### config.mk
export PLATFORM = sky130hd
export DESIGN_NAME = decode_dispatch
export DESIGN_NICKNAME = d
export VERILOG_FILES = /design/src/rtl/decode_dispatch.sv
export SDC_FILE = /design/constraint.sdc
export NUM_CORES = 1
export LEC_CHECK = 0
export BUFFER_PORTS_ARGS = -buffer_cell sky130_fd_sc_hd__buf_4
export CORE_ASPECT_RATIO = 2
export CORE_UTILIZATION = 37
export CTS_CLUSTER_DIAMETER = 150
export DETAILED_ROUTE_END_ITERATION = 16
export PLACE_DENSITY = 0.6
export SYNTH_ARGS = -nofsm -noshare
export SYNTH_HDL_FRONTEND = slang
export SYNTH_SLANG_ARGS = --single-unit
### constraint.sdc
create_clock -name clk -period 4.7 [get_ports clk]
set_input_delay 0.94 -clock clk [delete_from_list [all_inputs] [get_ports clk]]
set_output_delay 0.94 -clock clk [all_outputs]
set_load 0.1 [all_outputs]
### src/rtl/decode_dispatch.sv
// rtl/decode_dispatch.sv - multi-lane decode, in-order dispatch and HLT/INT/flush sequencing
package nand_cpu_pkg;
  typedef enum logic [2:0] {
    ALU_CL   = 3'd0,
    ALU_CP   = 3'd1,
    ALU_NAND = 3'd2,
    ALU_LS   = 3'd3,
    ALU_RS   = 3'd4,
    ALU_EQ   = 3'd5,
    ALU_NE   = 3'd6,
    ALU_LI   = 3'd7
  } AluOp;
endpackage

module decode_dispatch
  import nand_cpu_pkg::*;
#(
  parameter int LANES = 2,
  parameter int DEPTH = 8,
  parameter int TAG_W = 4
) (
  input  logic                         clk,
  input  logic                         n_rst,
  input  logic                         fetch_valid,
  input  logic [$clog2(LANES+1)-1:0]   fetch_count,
  input  logic [8*LANES-1:0]           fetch_instr,
  output logic                         fetch_ready,
  output logic                         ex_valid,
  input  logic                         ex_ready,
  output logic [7:0]                   ex_instr,
  output logic [TAG_W-1:0]             ex_tag,
  output logic [11:0]                  ex_ctrl,
  output AluOp                         ex_alu_op,
  output logic                         st_valid,
  input  logic                         st_ready,
  output logic [7:0]                   st_instr,
  output logic [TAG_W-1:0]             st_tag,
  output logic [11:0]                  st_ctrl,
  output logic                         ld_valid,
  input  logic                         ld_ready,
  output logic [7:0]                   ld_instr,
  output logic [TAG_W-1:0]             ld_tag,
  output logic [11:0]                  ld_ctrl,
  output logic                         br_valid,
  input  logic                         br_ready,
  output logic [7:0]                   br_instr,
  output logic [TAG_W-1:0]             br_tag,
  output logic [11:0]                  br_ctrl,
  input  logic                         flush,
  input  logic                         int_done,
  input  logic                         resume,
  output logic                         halted,
  output logic [$clog2(DEPTH+1)-1:0]   occupancy
);

  localparam int CW = $clog2(LANES + 1);
  localparam int PW = (DEPTH > 1) ? $clog2(DEPTH) : 1;
  localparam int OW = $clog2(DEPTH + 1);

  localparam logic [1:0] P_EX = 2'd0;
  localparam logic [1:0] P_ST = 2'd1;
  localparam logic [1:0] P_LD = 2'd2;
  localparam logic [1:0] P_BR = 2'd3;

  typedef enum logic [1:0] {
    RUN      = 2'd0,
    WAIT_INT = 2'd1,
    HALTED   = 2'd2
  } state_t;

  typedef struct packed {
    logic [1:0]  port;
    logic        hlt;
    logic        is_int;
    logic [11:0] ctrl;
    AluOp        op;
  } dec_t;

  // ctrl = {use_ra, use_rt, use_rw, use_rs, use_immdt, mem_access, jump, branch, rw_addr}
  function automatic dec_t decode(input logic [7:0] i);
    dec_t d;
    d.port   = P_EX;
    d.hlt    = 1'b0;
    d.is_int = 1'b0;
    d.ctrl   = '0;
    d.op     = ALU_CL;
    casez (i)
      8'h00:        d.ctrl = 12'b0010_0000_0000;
      8'b0000_????: begin d.ctrl = {8'b1010_0000, i[3:0]}; d.op = ALU_CP; end
      8'b0001_????: begin d.ctrl = 12'b1110_0000_0000; d.op = ALU_NAND; end
      8'b0010_????: begin d.ctrl = 12'b1110_0000_0000; d.op = ALU_LS; end
      8'b0011_????: begin d.ctrl = 12'b1110_0000_0000; d.op = ALU_RS; end
      8'b0100_????: begin d.ctrl = 12'b1101_0000_0000; d.op = ALU_EQ; end
      8'b0101_????: begin d.ctrl = 12'b1101_0000_0000; d.op = ALU_NE; end
      8'b0110_????: begin d.ctrl = 12'b0100_0001_0000; d.port = P_BR; end
      8'b0111_????: begin d.ctrl = {8'b0110_0010, i[3:0]}; d.port = P_BR; end
      8'b10??_????: begin d.ctrl = 12'b1010_1000_0000; d.op = ALU_LI; end
      8'b1100_????: begin d.ctrl = 12'b0110_0100_0000; d.port = P_LD; end
      8'b1101_????: begin d.ctrl = 12'b1100_0100_0000; d.port = P_ST; end
      8'b1110_????: begin d.ctrl = 12'b0000_1000_0000; d.port = P_BR; d.is_int = 1'b1; end
      default:      d.hlt = 1'b1;
    endcase
    return d;
  endfunction

  logic [7:0]       mem [DEPTH];
  logic [PW-1:0]    rd_ptr_q, wr_ptr_q;
  logic [OW-1:0]    occ_q;
  logic [TAG_W-1:0] tag_q;
  state_t           state_q, state_d;

  logic [3:0]       rdy;
  logic [3:0]       pv;
  logic [7:0]       pinstr [4];
  logic [TAG_W-1:0] ptag [4];
  logic [11:0]      pctrl [4];
  AluOp             alu_d;
  logic [CW-1:0]    npop, nenq;
  logic [TAG_W-1:0] tag_inc;
  logic             stop;
  logic [7:0]       ent;
  dec_t             d;

  assign rdy         = {br_ready, ld_ready, st_ready, ex_ready};
  assign fetch_ready = (state_q == RUN) && !flush && (occ_q <= OW'(DEPTH - LANES));
  assign nenq        = !(fetch_valid && fetch_ready) ? '0 :
                       (fetch_count > CW'(LANES)) ? CW'(LANES) : fetch_count;
  assign occupancy   = occ_q;
  assign halted      = (state_q == HALTED);

  assign ex_valid = pv[P_EX]; assign ex_instr = pinstr[P_EX];
  assign ex_tag   = ptag[P_EX]; assign ex_ctrl = pctrl[P_EX]; assign ex_alu_op = alu_d;
  assign st_valid = pv[P_ST]; assign st_instr = pinstr[P_ST];
  assign st_tag   = ptag[P_ST]; assign st_ctrl = pctrl[P_ST];
  assign ld_valid = pv[P_LD]; assign ld_instr = pinstr[P_LD];
  assign ld_tag   = ptag[P_LD]; assign ld_ctrl = pctrl[P_LD];
  assign br_valid = pv[P_BR]; assign br_instr = pinstr[P_BR];
  assign br_tag   = ptag[P_BR]; assign br_ctrl = pctrl[P_BR];

  // State register
  always_ff @(posedge clk or negedge n_rst) begin
    if (!n_rst) state_q <= RUN;
    else        state_q <= state_d;
  end

  // In-order scan of the head window: steer, tag, count pops, and pick next state
  always_comb begin
    state_d = state_q;
    pv      = '0;
    alu_d   = ALU_CL;
    npop    = '0;
    tag_inc = '0;
    stop    = 1'b0;
    ent     = '0;
    d       = '0;
    for (int p = 0; p < 4; p++) begin
      pinstr[p] = '0;
      ptag[p]   = '0;
      pctrl[p]  = '0;
    end
    unique case (state_q)
      RUN: begin
        if (!flush) begin
          for (int i = 0; i < LANES; i++) begin
            if (!stop && (OW'(i) < occ_q)) begin
              ent = mem[rd_ptr_q + PW'(i)];
              d   = decode(ent);
              if (d.hlt) begin
                // HLT only retires from the head; deeper in the window it just blocks
                stop = 1'b1;
                if (i == 0) begin
                  npop    = CW'(1);
                  state_d = HALTED;
                end
              end else if (pv[d.port] || !rdy[d.port]) begin
                stop = 1'b1;
              end else begin
                pv[d.port]     = 1'b1;
                pinstr[d.port] = ent;
                ptag[d.port]   = tag_q + tag_inc;
                pctrl[d.port]  = d.ctrl;
                if (d.port == P_EX) alu_d = d.op;
                tag_inc = tag_inc + 1'b1;
                npop    = npop + 1'b1;
                if (d.is_int) begin
                  stop    = 1'b1;
                  state_d = WAIT_INT;
                end
              end
            end
          end
        end
      end
      WAIT_INT: if (int_done || flush) state_d = RUN;
      HALTED:   if (resume && !flush) state_d = RUN;
      default:  state_d = RUN;
    endcase
  end

  // Queue pointers, occupancy and sequence tag
  always_ff @(posedge clk or negedge n_rst) begin
    if (!n_rst) begin
      rd_ptr_q <= '0;
      wr_ptr_q <= '0;
      occ_q    <= '0;
      tag_q    <= '0;
    end else if (flush) begin
      rd_ptr_q <= wr_ptr_q;
      occ_q    <= '0;
    end else begin
      rd_ptr_q <= rd_ptr_q + PW'(npop);
      wr_ptr_q <= wr_ptr_q + PW'(nenq);
      occ_q    <= occ_q + OW'(nenq) - OW'(npop);
      tag_q    <= tag_q + tag_inc;
    end
  end

  // Queue storage; contents are only read below the occupancy mark, so no reset
  always_ff @(posedge clk) begin
    for (int i = 0; i < LANES; i++) begin
      if (CW'(i) < nenq) mem[wr_ptr_q + PW'(i)] <= fetch_instr[8*i +: 8];
    end
  end

endmodule

==> impl_metrics.ini, run 1 <==
[sta]
fmax_mhz = 210
slew_headroom_pct = 29.8
fin_ws_ps = -51.0
rsz0062_at_grt = true
fin_crit_sh_pct = 101
tightestPinTransition_ps = 1050
post-route-min-period_ps = 4750
hold_viol = 0
skew_ps = 6.82
report.final.slew_viol_count = 0
setup_violations = 13

[route]
routed.top_layer = met4
met2_length_um = 15400
wl_met1_um = 8230
routed_wl_um = 26200
drt_iter0_drc = 198
first_pass_iters = 5
remaining_drc_errors = 0
viasPerCell = 5.70
via_count = 6672
wl_met3_um = 653
ant_nets = 0
wire_per_inst_um = 22.4

[grt]
antenna_found_initial = 0
grt_pass1_wl_um = 39500
grt_max_degree = 38
grt_pass1_vias = 6989
grt_remaining_overflow = 0
grt.total_usage_pct = 26.8

[outcome]
status = complete, but fails checks
violations = setup timing

[cells_and_area]
area_growth_pct = 59.0
n_fill_cell = 1525
drive_gt1_share_pct = 57.5
design_area_sq_mm = 0.0114
mostFrequentLayoutCells = buf_4 (145), mux2_2 (72), edfxtp_1 (64)
final_common_cell = buf_4
antennaDiodeCount = 0
final_nets = 960

[yosys]
ys_ff_latch = 80
synth-edff-count = 64
yosysSeqAreaShare_pct = 32.4
synth_ff_type = edfxtp_1
synth_top_cell_by_area = edfxtp_1
synthCells = 700
synth_top_area_share_pct = 26.8
synth_cell_types = 71
synth_area_sq_mm = 0.00717
avgSynthCellArea_sq_um = 10.2
synth_area_leaders = edfxtp_1 (27%), mux2_2 (13%), mux4_2 (9.4%), dfrtp_1 (5.6%), a21oi_1 (3.1%)
async_reset_ff_share_pct = 20.0
synth_warnings = 0

[floorplanning]
rows = 71
die_x_um = 100
core_sq_mm = 0.0189
die-height_um = 199
start_util_pct = 37.9
dieArea_sq_mm = 0.0200
ios = 137

[clock_network]
numCtsBuffers = 9
clk_pin_slew_ps = 60
cts_tree = done
cts-root-buf = clkbuf_16
clk_path_buf_depth = 2
htreeDepth = 3
clock_latency_ps = 350
cts_sinks = 80

[worst_setup_path]
path_buf_inv = 6
cpMaxStageDelayCell = dfrtp_2
crit_required_ps = 3760
startpoint_type = flip-flop
cpLargestDelayFamily = buffers and inverters
path_class = reg2out
critPathMaxFanout = 5
crit_arrival_ps = 3810
crit_chain = ha_4 -> buf_12 -> buf_8 -> buf_4 -> buf_4 -> mux4_2 -> mux2i_2 -> nand3_2 -> o22a_1 -> o221ai_4 -> buf_6 -> nor2_4 -> a2111oi_4 -> buf_6
end_kind = output port
cpPeakStageDelay_ps = 440

[placed_design]
dpl-instance-area_sq_mm = 0.00976
dp_hpwl_um = 20900
io_buffers = 109
gp_congestion = 0.919

[flow_run]
maxCapViolations = 0

[worst_hold_path]
worstHoldPathType = in2async
## synth_stat cells (all sizes together) (3+ instances only)
library cell	number
a2111oi	10
a211oi	17
a21oi	44
a22oi	7
a31oi	4
and2	4
and3	5
buf	52
clkbuf	20
dfrtp	16
edfxtp	64
fa	5
ha	16
inv	34
mux2	81
mux2i	21
mux4	30
nand2	44
nand3	36
nand4	9
nor2	55
nor2b	7
nor3	13
nor3b	3
nor4	7
o2111ai	3
o211ai	8
o21ai	31
o221a	3
o32ai	6
xnor2	4
xor2	5
## area by class of cell
cell class	count	area (sq um)	area share [%]
clock buffer	9	225	1.97
clock inverter	7	95.1	0.834
inverter	34	128	1.12
multi-input combinational	540	5660	49.6
sequential	80	2320	20.4
tap	255	319	2.80
timing repair buffer	246	2660	23.3
## layer usage
metal  up-vias  track usage (%)
met4         0             18.1
met1      3288             23.7
met2       240             54.0
met5         -                0
li1       3045                -
met3        99             3.20
## stage by stage
stage	util [%]	instances	hold slack (ps)	setup TNS, ps	setup WS [ps]
5_1_grt	60.3	1171	450	-4510	-171
3_5_place_dp	51.6	1124	485	-978	-199
4_1_cts	56.1	1157	442	-496	-64.1
3_3_place_gp	51.6	1124	484	-413	-97.4
6_report	60.3	1171	446	-369	-51.0
2_1_floorplan	-	726	461	-2060	-183
## worst paths after layout
check                             from            to  depth (start not counted)  slack, ps
max                        rd_ptr_q[0]   br_instr[3]                         14        -50
min                              n_rst  occupancy[3]                          1        450
max reg2reg                rd_ptr_q[0]  occupancy[2]                         19        140
min reg2reg                 state_q[0]    state_q[1]                          1        500
max in group asynchronous        n_rst   rd_ptr_q[0]                          1       4040
min in group clk            state_q[0]    state_q[1]                          1        500
## registers in the layout (all words and copies together), names as in the netlist
register and count:
occupancy 4, wr_ptr_q 3, mem 64, tag_q 4, rd_ptr_q 3, state_q 2
## kinds of logic after synthesis
logic type / count (synthesis) / share of synthesized area, %
flip-flops: 80 / 32.4
adder cells (fa/ha/maj): 21 / 4.19
other: 1 / 0.0523
AO/OA/AOI/OAI: 158 / 15.3
AND/OR/NAND/NOR: 193 / 13.5
multiplexers: 132 / 25.3
buffers and inverters: 106 / 7.83
XOR/XNOR: 9 / 1.36
## timing repair
item	4_1_cts	5_1_grt
setup buffers	15	12
hold buffers	0	0
gates resized for setup	86	161
hold endpoints to repair	0	0
pin swaps	16	33
endpoints found under the setup margin	75	70
cloned	2	2
Power of run 1 is left out: the tool's default activity adds up to more than one toggle a clock period on the data nets, which glitch-free logic cannot reach.
==> run 2, diff against run 1 <==
--- a/config.mk
+++ b/config.mk
@@ -11,6 +11,7 @@
 export CTS_CLUSTER_DIAMETER = 150
 export DETAILED_ROUTE_END_ITERATION = 16
 export PLACE_DENSITY = 0.6
+export RECOVER_POWER = 50
 export SYNTH_ARGS = -nofsm -noshare
 export SYNTH_HDL_FRONTEND = slang
 export SYNTH_SLANG_ARGS = --single-unit
==> impl_metrics.ini, run 2 (synthesis results as in run 1) <==
[outcome]
status = complete, but fails checks
violations = setup timing

[sta]
setup_violations = 13
skew_ps = 6.08
fin_crit_sh_pct = 101
slew_headroom_pct = 20.7
fin_ws_ps = -49.5
post-route-min-period_ps = 4750
report.final.slew_viol_count = 0
fmax_mhz = 211
hold_viol = 0
rsz0062_at_grt = true
tightestPinTransition_ps = 1190

[cells_and_area]
seqCellArea_sq_mm = 0.00232
mostFrequentLayoutCells = buf_4 (133), mux2_2 (72), edfxtp_1 (64)
multiInputGateArea_sq_mm = 0.00566
final_nets = 960
drive_gt1_share_pct = 56.1
antennaDiodeCount = 0
area_growth_pct = 58.4
top_register = mem
n_fill_cell = 1542
final_common_cell = buf_4
largest_register_ffs = 64

[grt]
grtUsageMet2_pct = 54.0
antenna_found_initial = 0
grt_pass1_wl_um = 39500
grt_remaining_overflow = 0
grt.total_usage_pct = 26.8
grt_pass1_vias = 6989
met1_usage_pct = 23.7
grt_max_degree = 38
grtUsageMet3_pct = 3.20
grt_busiest_layer = met2

[route]
viasPerCell = 5.73
drt_iter0_drc = 194
first_pass_iters = 5
wire_per_inst_um = 22.4
routed_wl_um = 26300
via_count = 6706
ant_nets = 0
remaining_drc_errors = 0

[worst_setup_path]
r2r_cells = 19
path_class = reg2out
regToRegEndpoint = occupancy[2]
end_kind = output port
crit_arrival_ps = 3810
r2r_setup_slack_ps = 110
critPathMaxFanout = 7
crit_required_ps = 3760
startpoint_type = flip-flop
worstReg2RegStart = rd_ptr_q[0]

[placed_design]
io_buffers = 109
pre_cts_slack_ps = -199
dp_hpwl_um = 20900
gp_congestion = 0.919

[floorplanning]
die_x_um = 100
core_sq_mm = 0.0189
ios = 137
dieArea_sq_mm = 0.0200
rows = 71
die-height_um = 199
start_util_pct = 37.9

[worst_hold_path]
whs_path_depth = 1
min_to = state_q[1]
hp-start = state_q[0]
worstHoldPathType = reg2reg

[clock_network]
cts_sinks = 80
clock_latency_ps = 350
cts-root-buf = clkbuf_16
htreeDepth = 3
numCtsBuffers = 9
hold_buffers = 0
clk_path_buf_depth = 2
cts_tree = done
clk_pin_slew_ps = 60

[flow_run]
maxCapViolations = 0
==> run 2: cell types whose count changed in the layout (fill, tap and decap cells not counted), sizes merged <==
cell / previous run / this run
clkbuf: 10 / 22
buf: 245 / 233
==> run 2: how the worst max path moves through the flow <==
stage,startpoint,slack (ps),depth (start not counted),end
floorplan,rd_ptr_q[0],-180,11,br_instr[0]
global placement,rd_ptr_q[0],-100,11,br_instr[3]
detailed placement,rd_ptr_q[0],-200,11,br_instr[2]
CTS,rd_ptr_q[0],-60,12,br_instr[1]
global route,rd_ptr_q[0],-170,12,br_instr[4]
finish,rd_ptr_q[0],-50,14,br_ctrl[10]
==> run 2: worst max-delay path: stages, from the launching register on <==
cell and delay [ps]:
dfrtp_2 440, ha_4 290, buf_12 150, buf_8 120, buf_4 120, buf_4 130, mux4_2 290, mux2i_2 260
nand3_2 190, o22a_1 280, o221a_4 310, a32oi_4 260, buf_12 180, and4b_1 240, buf_6 200
==> run 2: final cells by class <==
class	count	share of cell area, %
well taps	255	2.81
clock inverters	7	0.837
repair buffers	246	23.0
flip-flops and latches	80	20.5
multi-input cells	540	49.8
inverters	34	1.12
clock buffers	9	1.98
==> run 2: per-layer routing <==
layer  share of wire, %  routed length [um]
met1                 31                8180
met2                 59               15500
met3                2.6                 684
met4                7.3                1930
met5                  0                   0
==> run 2: timing repair <==
item,CTS,global route
cloned,2,2
setup endpoints to repair,75,70
hold endpoints to repair,0,0
pin swaps,16,33
resized for setup,86,161
setup buffers,15,12
==> run 2: per-stage QoR <==
| step | hold WS, ps | instances | utilization (%) | setup TNS (ps) | cell area (sq um) |
|---|---|---|---|---|---|
| final | 497 | 1171 | 60.0 | -397 | 11400 |
| after global placement | 484 | 1124 | 51.6 | -413 | 9760 |
| after detailed placement | 485 | 1124 | 51.6 | -978 | 9760 |
| after global routing | 531 | 1171 | 60.0 | -4540 | 11400 |
| after CTS | 442 | 1157 | 56.1 | -496 | 10600 |
| after floorplan | 461 | 726 | - | -2060 | 8220 |
Power of run 2 is left out for the same reason.
